===== config.mk =====
export PLATFORM = sky130hd
export DESIGN_NAME = fetch_unit
export DESIGN_NICKNAME = d
export VERILOG_FILES = /design/src/rtl/fetch_unit.sv
export SDC_FILE = /design/constraint.sdc
export NUM_CORES = 1
export LEC_CHECK = 0
export BUFFER_PORTS_ARGS = -buffer_cell sky130_fd_sc_hd__buf_2
export CELL_PAD_IN_SITES_DETAIL_PLACEMENT = 0
export CELL_PAD_IN_SITES_GLOBAL_PLACEMENT = 1
export CORE_MARGIN = 2
export CORE_UTILIZATION = 35
export DETAILED_ROUTE_END_ITERATION = 7
export GPL_TIMING_DRIVEN = 0
export PLACE_DENSITY = 0.87
export RECOVER_POWER = 50
export SLEW_MARGIN = 30
export SYNTH_ARGS = -nofsm -noshare
export SYNTH_HDL_FRONTEND = slang
export SYNTH_SLANG_ARGS = --single-unit

===== constraint.sdc =====
create_clock -name clk -period 5.68 [get_ports clk]
set_input_delay 1.136 -clock clk [delete_from_list [all_inputs] [get_ports clk]]
set_output_delay 1.136 -clock clk [all_outputs]
set_load 0.02 [all_outputs]

===== src/rtl/fetch_unit.sv =====
`default_nettype none
// ============================================================================
// Module      : fetch_unit
// Description : Single-outstanding instruction fetch FSM with decode handshake
//               and a sticky misaligned-target fault.
// Revision    : 1.0
// ============================================================================
module fetch_unit #(
    parameter logic [31:0] RESET_PC = 32'h0000_0000
) (
    input  logic        clk,
    input  logic        reset,
    output logic        imem_req_valid,
    input  logic        imem_req_ready,
    output logic [31:0] imem_addr,
    input  logic        imem_resp_valid,
    input  logic [31:0] imem_resp_data,
    output logic [31:0] i_fetch,
    output logic [31:0] pc,
    output logic        fetch_valid,
    input  logic        decode_ready,
    input  logic [31:0] next_pc,
    output logic        fault,
    output logic [31:0] fetch_count
);

    localparam logic [1:0] S_REQ   = 2'd0;
    localparam logic [1:0] S_WAIT  = 2'd1;
    localparam logic [1:0] S_HOLD  = 2'd2;
    localparam logic [1:0] S_FAULT = 2'd3;

    logic [1:0]  state_q;
    logic [1:0]  state_d;
    logic [31:0] pc_q;
    logic [31:0] instr_q;
    logic [31:0] count_q;
    logic        fault_q;

    logic        accept;
    logic        misaligned;

    assign accept     = (state_q == S_HOLD) && decode_ready;
    assign misaligned = (next_pc[1:0] != 2'b00);

    // State register
    always_ff @(posedge clk) begin
        if (reset) begin
            state_q <= S_REQ;
        end else begin
            state_q <= state_d;
        end
    end

    // Next-state logic
    always_comb begin
        state_d = state_q;
        case (state_q)
            S_REQ:   if (imem_req_ready)  state_d = S_WAIT;
            S_WAIT:  if (imem_resp_valid) state_d = S_HOLD;
            S_HOLD:  if (decode_ready)    state_d = misaligned ? S_FAULT : S_REQ;
            S_FAULT: state_d = S_FAULT;
            default: state_d = S_REQ;
        endcase
    end

    // Output logic
    always_comb begin
        imem_req_valid = 1'b0;
        fetch_valid    = 1'b0;
        case (state_q)
            S_REQ:   imem_req_valid = 1'b1;
            S_HOLD:  fetch_valid    = 1'b1;
            default: begin
                imem_req_valid = 1'b0;
                fetch_valid    = 1'b0;
            end
        endcase
    end

    // Datapath: responses outside S_WAIT never touch the instruction register
    always_ff @(posedge clk) begin
        if (reset) begin
            pc_q    <= RESET_PC;
            instr_q <= 32'h0000_0000;
            count_q <= 32'h0000_0000;
            fault_q <= 1'b0;
        end else begin
            if ((state_q == S_WAIT) && imem_resp_valid) begin
                instr_q <= imem_resp_data;
            end
            if (accept) begin
                count_q <= count_q + 32'd1;
                if (misaligned) begin
                    fault_q <= 1'b1;
                end else begin
                    pc_q <= next_pc;
                end
            end
        end
    end

    assign imem_addr   = pc_q;
    assign pc          = pc_q;
    assign i_fetch     = instr_q;
    assign fault       = fault_q;
    assign fetch_count = count_q;

endmodule
`default_nettype wire


==> run summary <==
Sorting the synthesized cells by how often they occur yields nand2_1, dfxtp_1, a21oi_1. The die area was 12700 um2. In the routed layout, each cell is associated on average with a via count of 4.86.

The violation count after the first detailed-route iteration is 127, and the maximum root-to-sink buffer count is 2. The cell type contributing the most total cell area after synthesis was dfxtp_1. The run gives 0 as the count of endpoints failing hold in the final timing report. Yosys printed 0 warnings. The run gives 4120 um2 as the post-synthesis instance area.

The clock net in this run drives a total of 99 sinks. Setup violations remaining at the end of the flow were counted as 0. The via count of the first global-routing pass was 3996; the distinct cell type count after synthesis was 37. In the global route stage, overall resource usage came out at 18.8%. After clock tree synthesis, the flow added hold-fix buffers numbering 0. The floorplan has 39 rows.

The xor and xnor area share after synthesis is 2.55%, and the placement-stage cell area is 5300 um2. The number of flops mapped to enable cells by yosys was 0; the hold slack was 0.454 ns. By area the synthesized netlist is led by dfxtp_1, nand2_1, a21oi_1.

The cell at the root of the clock tree was clkbuf_16. After detailed placement, the design holds a cell count of 852. In this run the worst setup path begins at decode_ready.

The insertion delay of the later-clocked pin in the worst-skew pair is 0.35 ns, and the area share of the leading cell type in the synthesized netlist is 48.1%. The data arrival time of the critical path was 2.90 ns. The worst hold path belongs to the class reg -> reg.

The highest fanout seen on the critical path was 10. The worst setup path is captured at a flop. For the pin with the worst max-slew slack, the measured transition is 0.630 ns. TritonCTS built the clock tree. Startpoint of the worst hold path: fault. For this run, the detailed router's first-pass iteration total came to 4. The worst setup path is of the in -> reg kind. The worst setup path is launched from an input pin. Compared with the post-synthesis result, the final layout area differs by 32.3%.

For the final non-filler cell total, the log shows 868. Summing the areas of all compound-gate instances in the mapped netlist gives 12.5% of the synthesized area. The run gives 5460 um2 as the post-layout instance area. For this run, the post-layout net count is 790.

On the final layout, the worst clock skew is 0.00635 ns. Share of cells above drive strength 1: 20.8%. The number of levels in the clock H-tree is 3, and the number of max-cap violations is 0.

Vertical extent of the die: 113 um. For this design the top-level I/O count stands at 200. The tools report the remaining global-route overflow as 0. The post-route DRC violation count was 0; the gate count of the mapped netlist was 510. The worst ir drop on vdd was 0.000146 V; the fraction of the mapped netlist area in adder cells was 0.303%. Once detail routing completed, the nets flagged for antenna violations numbered 0. Once the floorplan was initialized, standard cells occupied 36.0% of the core. After synthesis, the share of flip-flops with an asynchronous set or reset is 0%. Entering global routing, the biggest net connects 16 pins. The per-cell routed wire length came out at 13.7 um.

The region available for standard cell placement spans 11500 um2. After legalization and detailed placement, the total HPWL measured 9060 um. Based on the critical path, the design can be clocked at up to 382 MHz. The most numerous cell in the Yosys netlist is nand2_1. The logs give 48.1% for the share of synthesized area occupied by flip-flops and latches and 0 ns for the aggregate negative setup slack. At the end of the flow the core is filled with cells to 47.6%. Initial antenna violation count: 0. In this run the tightest slew margin relative to its limit is 58.0%. The final RePlAce weighted congestion was 0.782. The CTS clock-pin slew for the worst setup and hold paths was 0.07 ns; the number of gates given a new drive strength after cts was 0.

The first global-routing pass estimated 19200 um of wire. The die is 113 um wide. The run gives 580 as the total nets after synthesis. After synthesis, the mean cell area works out to 8.09 um2.

The shortest period the worst path allows is 2.62 ns, and the final antenna diode count is 0. The number of setup buffers added after CTS is 0. The tools report the post-detailed-routing wire length as 11900 um. The final period utilization is 46.1%, and the clock buffer count from CTS is 9.

Summed over all cells, the static leakage comes to 0.00207 uW. The dominant combinational cell family by area after synthesis is simple AND/OR/NAND/NOR gates. The worst register-to-register path begins at fetch_count[0]. For the worst setup path, the data required time is 5.96 ns.

During placement, the flow inserted port buffers numbering 199. The power density over the cells is 265 nW/um2, and the final-layout fill cell count is 1182. The run finished with clean final reports.

Of the post-synthesis cell area, the part taken by muxes is 1.61%. Setup repair after global routing left no endpoint under its margin. The synthesized netlist devotes 25.5% of its cell area to simple gates. The dominant register cell in the synthesized netlist is dfxtp_1. In this run, synthesis produced a sequential element count of 99. The run gives 4215 as the number of vias in the routed layout.

In this run the register-to-register setup slack is 3.33 ns. For the max-slew violation total from the final report, the log shows 0.
[sequential cells by signal (all words and copies together), names as in the netlist]
signal       count
fault            1
fetch_count     32
i_fetch         32
imem_addr       32
state_q          2
[cells in the final DEF, fill, tap and decap left out, types with 2 or more instances in the layout]
master     count
a21oi_1       78
and3_1         2
and4_1         3
buf_2         92
buf_4         32
clkbuf_1     139
clkbuf_16      9
clkinv_2       2
dfxtp_1       99
inv_1          6
mux2_2         5
nand2_1      136
nand3_1       11
nand4_1       10
nor2_1        22
nor2b_1        4
nor3_1         9
nor3b_1        2
nor4_1         4
o21ai_0        6
o31ai_1        9
o41ai_1        2
or2_2          2
or3_1          3
or4_1         11
xnor2_1        7
xor2_1         5
[final timing paths]
kind / to / cells after the start
max: fetch_count[28] / 6
min: fault / 2
max reg2reg: fetch_count[28] / 6
min reg2reg: fault / 2
[area by class of cell]
cell class	instances	area [um2]	area share, %
repair buffers	199	860	15.7
inverters	6	22.5	0.413
well taps	143	179	3.28
flip-flops and latches	99	1980	36.3
clock inverters	4	48.8	0.894
multi-input cells	341	1750	32.0
plain buffers	64	370	6.79
clock buffers	12	246	4.52
[power breakdown]
group	switching, uW	leakage [uW]	internal [uW]
clock network	261	0.000147	354
logic	72.4	0.00112	41.6
registers	9.02	0.000800	708
total	343	0.00207	1100
[cell families after synthesis]
logic type | after synthesis
mux | 6
flops | 99
fa+ha+maj | 1
simple gates | 226
xor+xnor | 12
compound gates | 96
buf+inv | 70
[metal layers]
layer / share of wire, % / track usage [%]
met3: 7.1 / 4.54
met4: 2.5 / 9.02
met5: 0 / 0
met1: 42 / 22.6
met2: 48 / 31.5
[critical path, cell delays in order]
cell and delay [ns]:
buf_2 0.14, nand4b_4 0.17, or4_1 0.60, buf_2 0.21, or4_1 0.48, a21oi_1 0.15
[metrics by stage]
stage               setup slack (ns)  total power (uW)
global placement                2.74               850
finish                          3.06              1450
floorplan                       3.09               796
global route                    2.89              1510
CTS                             3.07              1470
detailed placement              2.71               851
Note: power is estimated with default switching activity, not from simulation.
